--- src/rtl/audio_preprocessor.sv ---
// -----------------------------------------------------------------------------
// audio_preprocessor
// Selectable 4-tap FIR pre-filter for a signed PCM stream, one sample per clock.
// The four-sample tap history is shared by every mode, so changing the mode
// never flushes it; the new mode simply applies to the next computed output.
//
// Ports
//   i_clk         system clock, all state updates on the rising edge
//   i_rst         synchronous active-low reset (0 = clear taps and output)
//   i_filter_sel  0 = low-pass (4-tap average), 1 = high-pass (x0-x1)/2,
//                 2 = band-pass (x0-x2)/2, 3 = bypass (x0)
//   i_audio_in    signed input sample, a new one every clock
//   o_audio_out   signed filtered sample, registered
// -----------------------------------------------------------------------------
module audio_preprocessor #(
  parameter int DATA_W = 16
) (
  input  logic                     i_clk,
  input  logic                     i_rst,
  input  logic [1:0]               i_filter_sel,
  input  logic signed [DATA_W-1:0] i_audio_in,
  output logic signed [DATA_W-1:0] o_audio_out
);

  // Two guard bits: a four-term sum of DATA_W-bit values fits exactly.
  localparam int ACC_W = DATA_W + 2;

  localparam logic signed [ACC_W-1:0] SAT_MAX = {3'b000, {(DATA_W-1){1'b1}}};
  localparam logic signed [ACC_W-1:0] SAT_MIN = {3'b111, {(DATA_W-1){1'b0}}};

  logic signed [DATA_W-1:0] r_x0, r_x1, r_x2, r_x3;

  logic signed [ACC_W-1:0]  w_e0, w_e1, w_e2, w_e3;
  logic signed [ACC_W-1:0]  w_y;
  logic signed [DATA_W-1:0] w_sat;

  always_comb begin
    w_e0 = {{2{r_x0[DATA_W-1]}}, r_x0};
    w_e1 = {{2{r_x1[DATA_W-1]}}, r_x1};
    w_e2 = {{2{r_x2[DATA_W-1]}}, r_x2};
    w_e3 = {{2{r_x3[DATA_W-1]}}, r_x3};

    // All operands are signed, so >>> floors toward -inf with no rounding.
    unique case (i_filter_sel)
      2'd0:    w_y = (w_e0 + w_e1 + w_e2 + w_e3) >>> 2;
      2'd1:    w_y = (w_e0 - w_e1) >>> 1;
      2'd2:    w_y = (w_e0 - w_e2) >>> 1;
      default: w_y = w_e0;
    endcase

    // The formulas cannot leave the DATA_W range today, but the clamp keeps
    // any future coefficient change from wrapping around and flipping sign.
    if (w_y > SAT_MAX) begin
      w_sat = SAT_MAX[DATA_W-1:0];
    end else if (w_y < SAT_MIN) begin
      w_sat = SAT_MIN[DATA_W-1:0];
    end else begin
      w_sat = w_y[DATA_W-1:0];
    end
  end

  // Taps shift and the output is computed from the pre-edge taps on the same
  // edge, giving two edges from sample capture to its first effect on output.
  always_ff @(posedge i_clk) begin
    if (!i_rst) begin
      r_x0        <= '0;
      r_x1        <= '0;
      r_x2        <= '0;
      r_x3        <= '0;
      o_audio_out <= '0;
    end else begin
      r_x3        <= r_x2;
      r_x2        <= r_x1;
      r_x1        <= r_x0;
      r_x0        <= i_audio_in;
      o_audio_out <= w_sat;
    end
  end

endmodule

--- config.mk ---
export PLATFORM = sky130hd
export DESIGN_NAME = audio_preprocessor
export DESIGN_NICKNAME = d
export VERILOG_FILES = /design/src/rtl/audio_preprocessor.sv
export SDC_FILE = /design/constraint.sdc
export NUM_CORES = 1
export LEC_CHECK = 0
export ABC_AREA = 1
export BUFFER_PORTS_ARGS = -buffer_cell sky130_fd_sc_hd__buf_2
export CAP_MARGIN = 20
export CORE_MARGIN = 1
export CORE_UTILIZATION = 40
export CTS_CLUSTER_DIAMETER = 120
export DETAILED_ROUTE_END_ITERATION = 10
export PLACE_DENSITY = 0.61
export SYNTH_ARGS = -nofsm -noshare
export SYNTH_HDL_FRONTEND = slang
export SYNTH_SLANG_ARGS = --single-unit
--- constraint.sdc ---
create_clock -name i_clk -period 4.92 [get_ports i_clk]
set_input_delay 0.738 -clock i_clk [delete_from_list [all_inputs] [get_ports i_clk]]
set_output_delay 0.738 -clock i_clk [all_outputs]
set_load 0.05 [all_outputs]
# Yosys cells after proc, flatten, opt, wreduce, memory -nomap -nowiden
# Index checks and enable logic that the tools add are counted.
# W data, S select, Z words.
word_totals:
  out_inout_bits: 16
  ff_bits: 80
  input_bits: 20
  word_cells: 21
op_classes:
  eq_ne: 2
  reduce_logical: 2
  n_bitwise: 1
  order_cmp: 2
  n_addsub: 5
  mux: 3
op_table:
  columns: ["cell", "count"]
  rows:
  - ["$pmux W18 S3", 1]
  - ["$sub A16 B16 Y17", 2]
  - ["$add A17 B16 Y18", 1]
  - ["$add A18 B16 Y18", 1]
  - ["$gt A18 B16 Y1 const B", 1]
  - ["$lt A18 B16 Y1 const B", 1]
  - ["$add A16 B16 Y17", 1]
  - ["$mux W16", 1]
  - ["$mux W15", 1]
  - ["$eq A2 B1 Y1 const B", 1]
  - ["$eq A2 B2 Y1 const B", 1]
  - ["$logic_not A2 Y1", 1]
  - ["$reduce_or A2 Y1", 1]
  - ["$not A1 Y1", 1]

# Depth between registers and ports, before layout
depth:
  ltp_word: 7
  ltp_mapped: 20
  mapped_depth_nobuf: 19

# Worst setup path before layout
# No wires, ideal clock.
synth_timing:
  path_kind: "flip-flop to flip-flop"
  from: "register r_x0[1]"
  to: "register o_audio_out[15]"
  path_buffers: 0
  stages_incl_launch_ff: 19
  arrival_ps: 2792
  setup_ps: 109
  slack_ps: 2019
  t_required_ps: 4811
  period_less_slack_ps: 2901
  cell_sequence: "dfxtp_1 inv_1 fa_1 inv_1 fa_1 nand3_1 fa_1 inv_1 nand3_1 nand2_1 nand2_1 nand2_1 nand3_1 nand2_1 nand2_1 nand3_1 nand3_1 nand2_1 inv_1"
synth_via:
  elab_chain_len: 6
  word_cells_on_any_way: 10
  cone_classes: "add/sub (5); order compare (2); mux (2); reduce/logical (1)"
synth_rtl:
  columns: ["item", "line_no", "text"]
  rows:
  - ["start, declared", "31", "logic signed [DATA_W-1:0] r_x0, r_x1, r_x2, r_x3;"]
  - ["start signal, assigned", "75", "r_x0 <= i_audio_in;"]
  - ["$add A16 B16 Y17", "45", "2'd0: w_y = (w_e0 + w_e1 + w_e2 + w_e3) >>> 2;"]
  - ["$add A17 B16 Y18", "45", null]
  - ["$add A18 B16 Y18", "45", null]
  - ["$pmux W18 S3 *", "44", "unique case (i_filter_sel)"]
  - ["$lt A18 B16 Y1 / $gt A18 B16 Y1 (equally long branches)", "55, 53", null]
  - ["$mux W16 / $reduce_or A2 Y1 (equally long branches)", null, null]
  - ["end signal, assigned", "76", "o_audio_out <= w_sat;"]
  - ["end, declared", "22", "output logic signed [DATA_W-1:0] o_audio_out"]
# Every way passes the cells marked *; elsewhere a longest branch is shown, timed or not.
# A chain may end at the register's enable or synchronous reset.

# Worst setup path after layout
layout_timing:
  from: "register r_x0[1]"
  to: "register o_audio_out[5]"
layout_via:
  elab_chain_len: 7
  word_cells_on_any_way: 10
  cone_classes: "add/sub (5); order compare (2); mux (3)"
layout_rtl:
  columns: ["item", "line_no", "text"]
  rows:
  - ["$add A16 B16 Y17", "45", null]
  - ["$add A17 B16 Y18", "45", null]
  - ["$add A18 B16 Y18", "45", null]
  - ["$pmux W18 S3 *", "44", null]
  - ["$lt A18 B16 Y1", "55", "end else if (w_y < SAT_MIN) begin"]
  - ["$mux W16", "55", null]
  - ["$mux W15 *", "53", "if (w_y > SAT_MAX) begin"]
# Marks and branches as above.

==> results.toml <==
[layout]
finish.instance_area_sq_um = 6050
nets = 898
area_delta_synth_final_pct = 12.3
diodes = 0
drive_above_1_share_pct = 7.35

[drt]
dr_total_vias = 4587
drt_iter0_drc = 259
wl_met2_mm = 5.20
vias_per_cell = 4.62
wl_met3_um = 641
firstDrtPassIters = 5
highest_layer = "met4"
wl_mm = 12.5
drt-wirelength-per-cell_um = 12.6
remaining_drc_errors = 0
ant_nets = 0
drt-met1-wl_mm = 6.48

[sta]
hold_ws_ns = 0.418
setup_viol = 0
tightestPinTransition_ns = 0.925
fin_crit_sh_pct = 69.0
final_hold_viol_count = 0
skew_ns = 0.0136
maxSlewHeadroom_pct = 38.3
period_needed_ns = 3.39
slew_viol_final = 0
rsz0062_at_grt = "false"
fin_setup_tns_ns = 0
fmax_ghz = 0.295

[outcome]
outcome = "finished, final reports clean"

[power]
p_clk_share_pct = 37.7
seqPwrFrac_pct = 37.0
p_switching_uw = 608
power.density_nw_per_um2 = 312
switching_share_pct = 32.2
p_int_uw = 1280
power_frac_comb_pct = 25.3
max-vdd-ir-drop_mv = 0.208
p_leak_uw = 0.00338

[clocking]
insertion_delay_ns = 0.35
clock-root-buffer = "clkbuf_16"
tritoncts = "done"
cts_resized = 0
clk_pin_slew_ns = 0.06
cts_hold_buf = 0
htreeDepth = 3
cts.sinks = 80
numCtsBuffers = 9
clockBufferDepth = 2
cts_setup_buffers = 0

[synthesis]
synth-compound-area-share_pct = 11.3
synthCells = 779
synth_top_area_cell = "dfxtp_1"
synth_seq_cells = 80
synth.area.top_cells = "dfxtp_1, inv_1, nand2_1"
synth_most_common_cell = "inv_1"
seq_area_frac_synth_pct = 29.7
async_flop_share_pct = 0
ys_types = 30
synth_nets = 866
synth_mux_area_share_pct = 0
syn_area_per_cell_sq_um = 6.92
synthXorXnorAreaFrac_pct = 0.325
synth_common_cells = "inv_1, nand2_1, dfxtp_1"
synth_warnings = 0
ys.flop_type = "dfxtp_1"
synthAdderAreaFrac_pct = 20.3
netlist_area_sq_um = 5390
synth_top_family_by_area = "simple AND/OR/NAND/NOR gates"
synthDominantCellAreaShare_pct = 29.7
synth_edf_count = 0
synthSimpleGateAreaFrac_pct = 22.7

[floorplan]
die_area_sq_um = 13900
die_h_um = 118
rows = 42
coreArea_sq_um = 13200
num_io_pins = 36
die_x_um = 118
initial_utilization_pct = 40.9

[worst_setup_path]
crit_arrival_ns = 3.62
crit_top_cell = "inv_1"
crit_path_top_delay_cell = "fa_1"
cp_max_fo = 4
worstPathCellList = "inv_1 > fa_1 > inv_1 > fa_1 > nand3_1 > fa_1 > inv_1 > nand3_1 > nand2_1 > nand2_1 > nand2_1 > a21oi_1 > o21ai_0 > nand3_1 > o211ai_1 > inv_1"
cp_num_buf_inv = 4
crit_type = "reg2reg"
crit_family = "adder cells"
cpPeakStageDelay_ns = 0.54
start_kind = "flip-flop"
endpoint_kind = "flip-flop"
crit_required_ns = 5.15

[grt]
grt_usage_pct = 19.8
grt_pass1_wl_mm = 21.5
grt_pass1_vias = 4506
grt_remaining_overflow = 0
antenna_found_initial = 0
grt_max_degree = 40

[placed_design]
hpwl_mm = 9.87
placed_area_sq_um = 5740
gp_congestion = 0.893
port-buffer-count = 35

[worst_hold_path]
hold_path.class = "reg2reg"

[run]
max-cap-violations = 0
## worst reg2reg max path, stage by stage (launching register included)
cell and delay [ns]:
dfxtp_1 0.40, inv_1 0.13, fa_1 0.54, inv_1 0.05, fa_1 0.50, nand3_1 0.17, fa_1 0.40, inv_1 0.13
nand3_1 0.09, nand2_1 0.13, nand2_1 0.06, nand2_1 0.11, a21oi_1 0.07, o21ai_0 0.14, nand3_1 0.14, o211ai_1 0.15
inv_1 0.07
## per-layer routing
metal	up-vias	global-route usage, %
li1	2419	-
met1	2059	28.0
met3	11	4.60
met4	0	6.17
met5	-	0
met2	98	29.7
## cell type report
class / instances / area, sq um
clock buffers: 11 / 233
clock inverters: 5 / 81.3
fillers: 1380 / 7140
inverters: 208 / 781
multi-input cells: 475 / 2950
flip-flops and latches: 80 / 1600
well taps: 176 / 220
repair buffers: 37 / 190
## through the flow
stage / setup slack [ns] / total power, uW / std cells / util (%)
floorplan: 2.02 / 1070 / 779 / -
global placement: 1.39 / 1180 / 976 / 43.5
detailed placement: 1.32 / 1190 / 976 / 43.5
CTS: 1.53 / 1910 / 992 / 45.9
global route: 1.19 / 2010 / 992 / 45.9
finish: 1.53 / 1890 / 992 / 45.9
## power groups by stage
stage | logic (uW) | clock network, uW | registers (uW)
after floorplan | 308 | 0 | 762
after global placement | 471 | 0 | 713
after detailed placement | 474 | 0 | 713
after CTS | 476 | 736 | 699
after global routing | 542 | 766 | 702
final | 478 | 713 | 698
## kinds of logic after synthesis
family          count (synthesis)
flops                          80
fa+ha+maj                      67
simple gates                  292
compound gates                114
xor+xnor                        2
buf+inv                       224
## cells in the final DEF, fill, tap and decap left out, types with 2 or more instances in the layout
cell type	synthesis	routed
o21bai_1	3	3
bufinv_16	0	2
dfxtp_1	80	80
a21oi_2	2	2
nand3b_1	11	11
buf_4	0	2
fa_1	34	34
nand2_1	185	185
nor4_1	2	2
xnor2_1	2	2
a21o_1	2	2
buf_2	3	35
o211ai_1	4	4
nor3_1	3	3
o21ai_0	45	45
a21oi_1	50	50
o21ai_1	4	4
clkbuf_1	13	2
ha_1	33	33
nand2_2	4	4
nand3_1	44	44
clkbuf_16	0	9
inv_1	207	207
nor2_1	39	39
## worst paths after layout
path / slack (ns) / to / cells after the start / startpoint
min: 0.42 / r_x3[10] / 2 / r_x2[10]
max reg2reg: 1.53 / o_audio_out[5] / 16 / r_x0[1]
min reg2reg: 0.42 / r_x3[10] / 2 / r_x2[10]
max: 1.53 / o_audio_out[5] / 16 / r_x0[1]
## sequential cells by signal, summed over array words and instances, names as in the netlist
signal / count
o_audio_out: 16
r_x0: 16
r_x1: 16
r_x2: 16
r_x3: 16
Note: power is estimated with default switching activity, not from simulation.
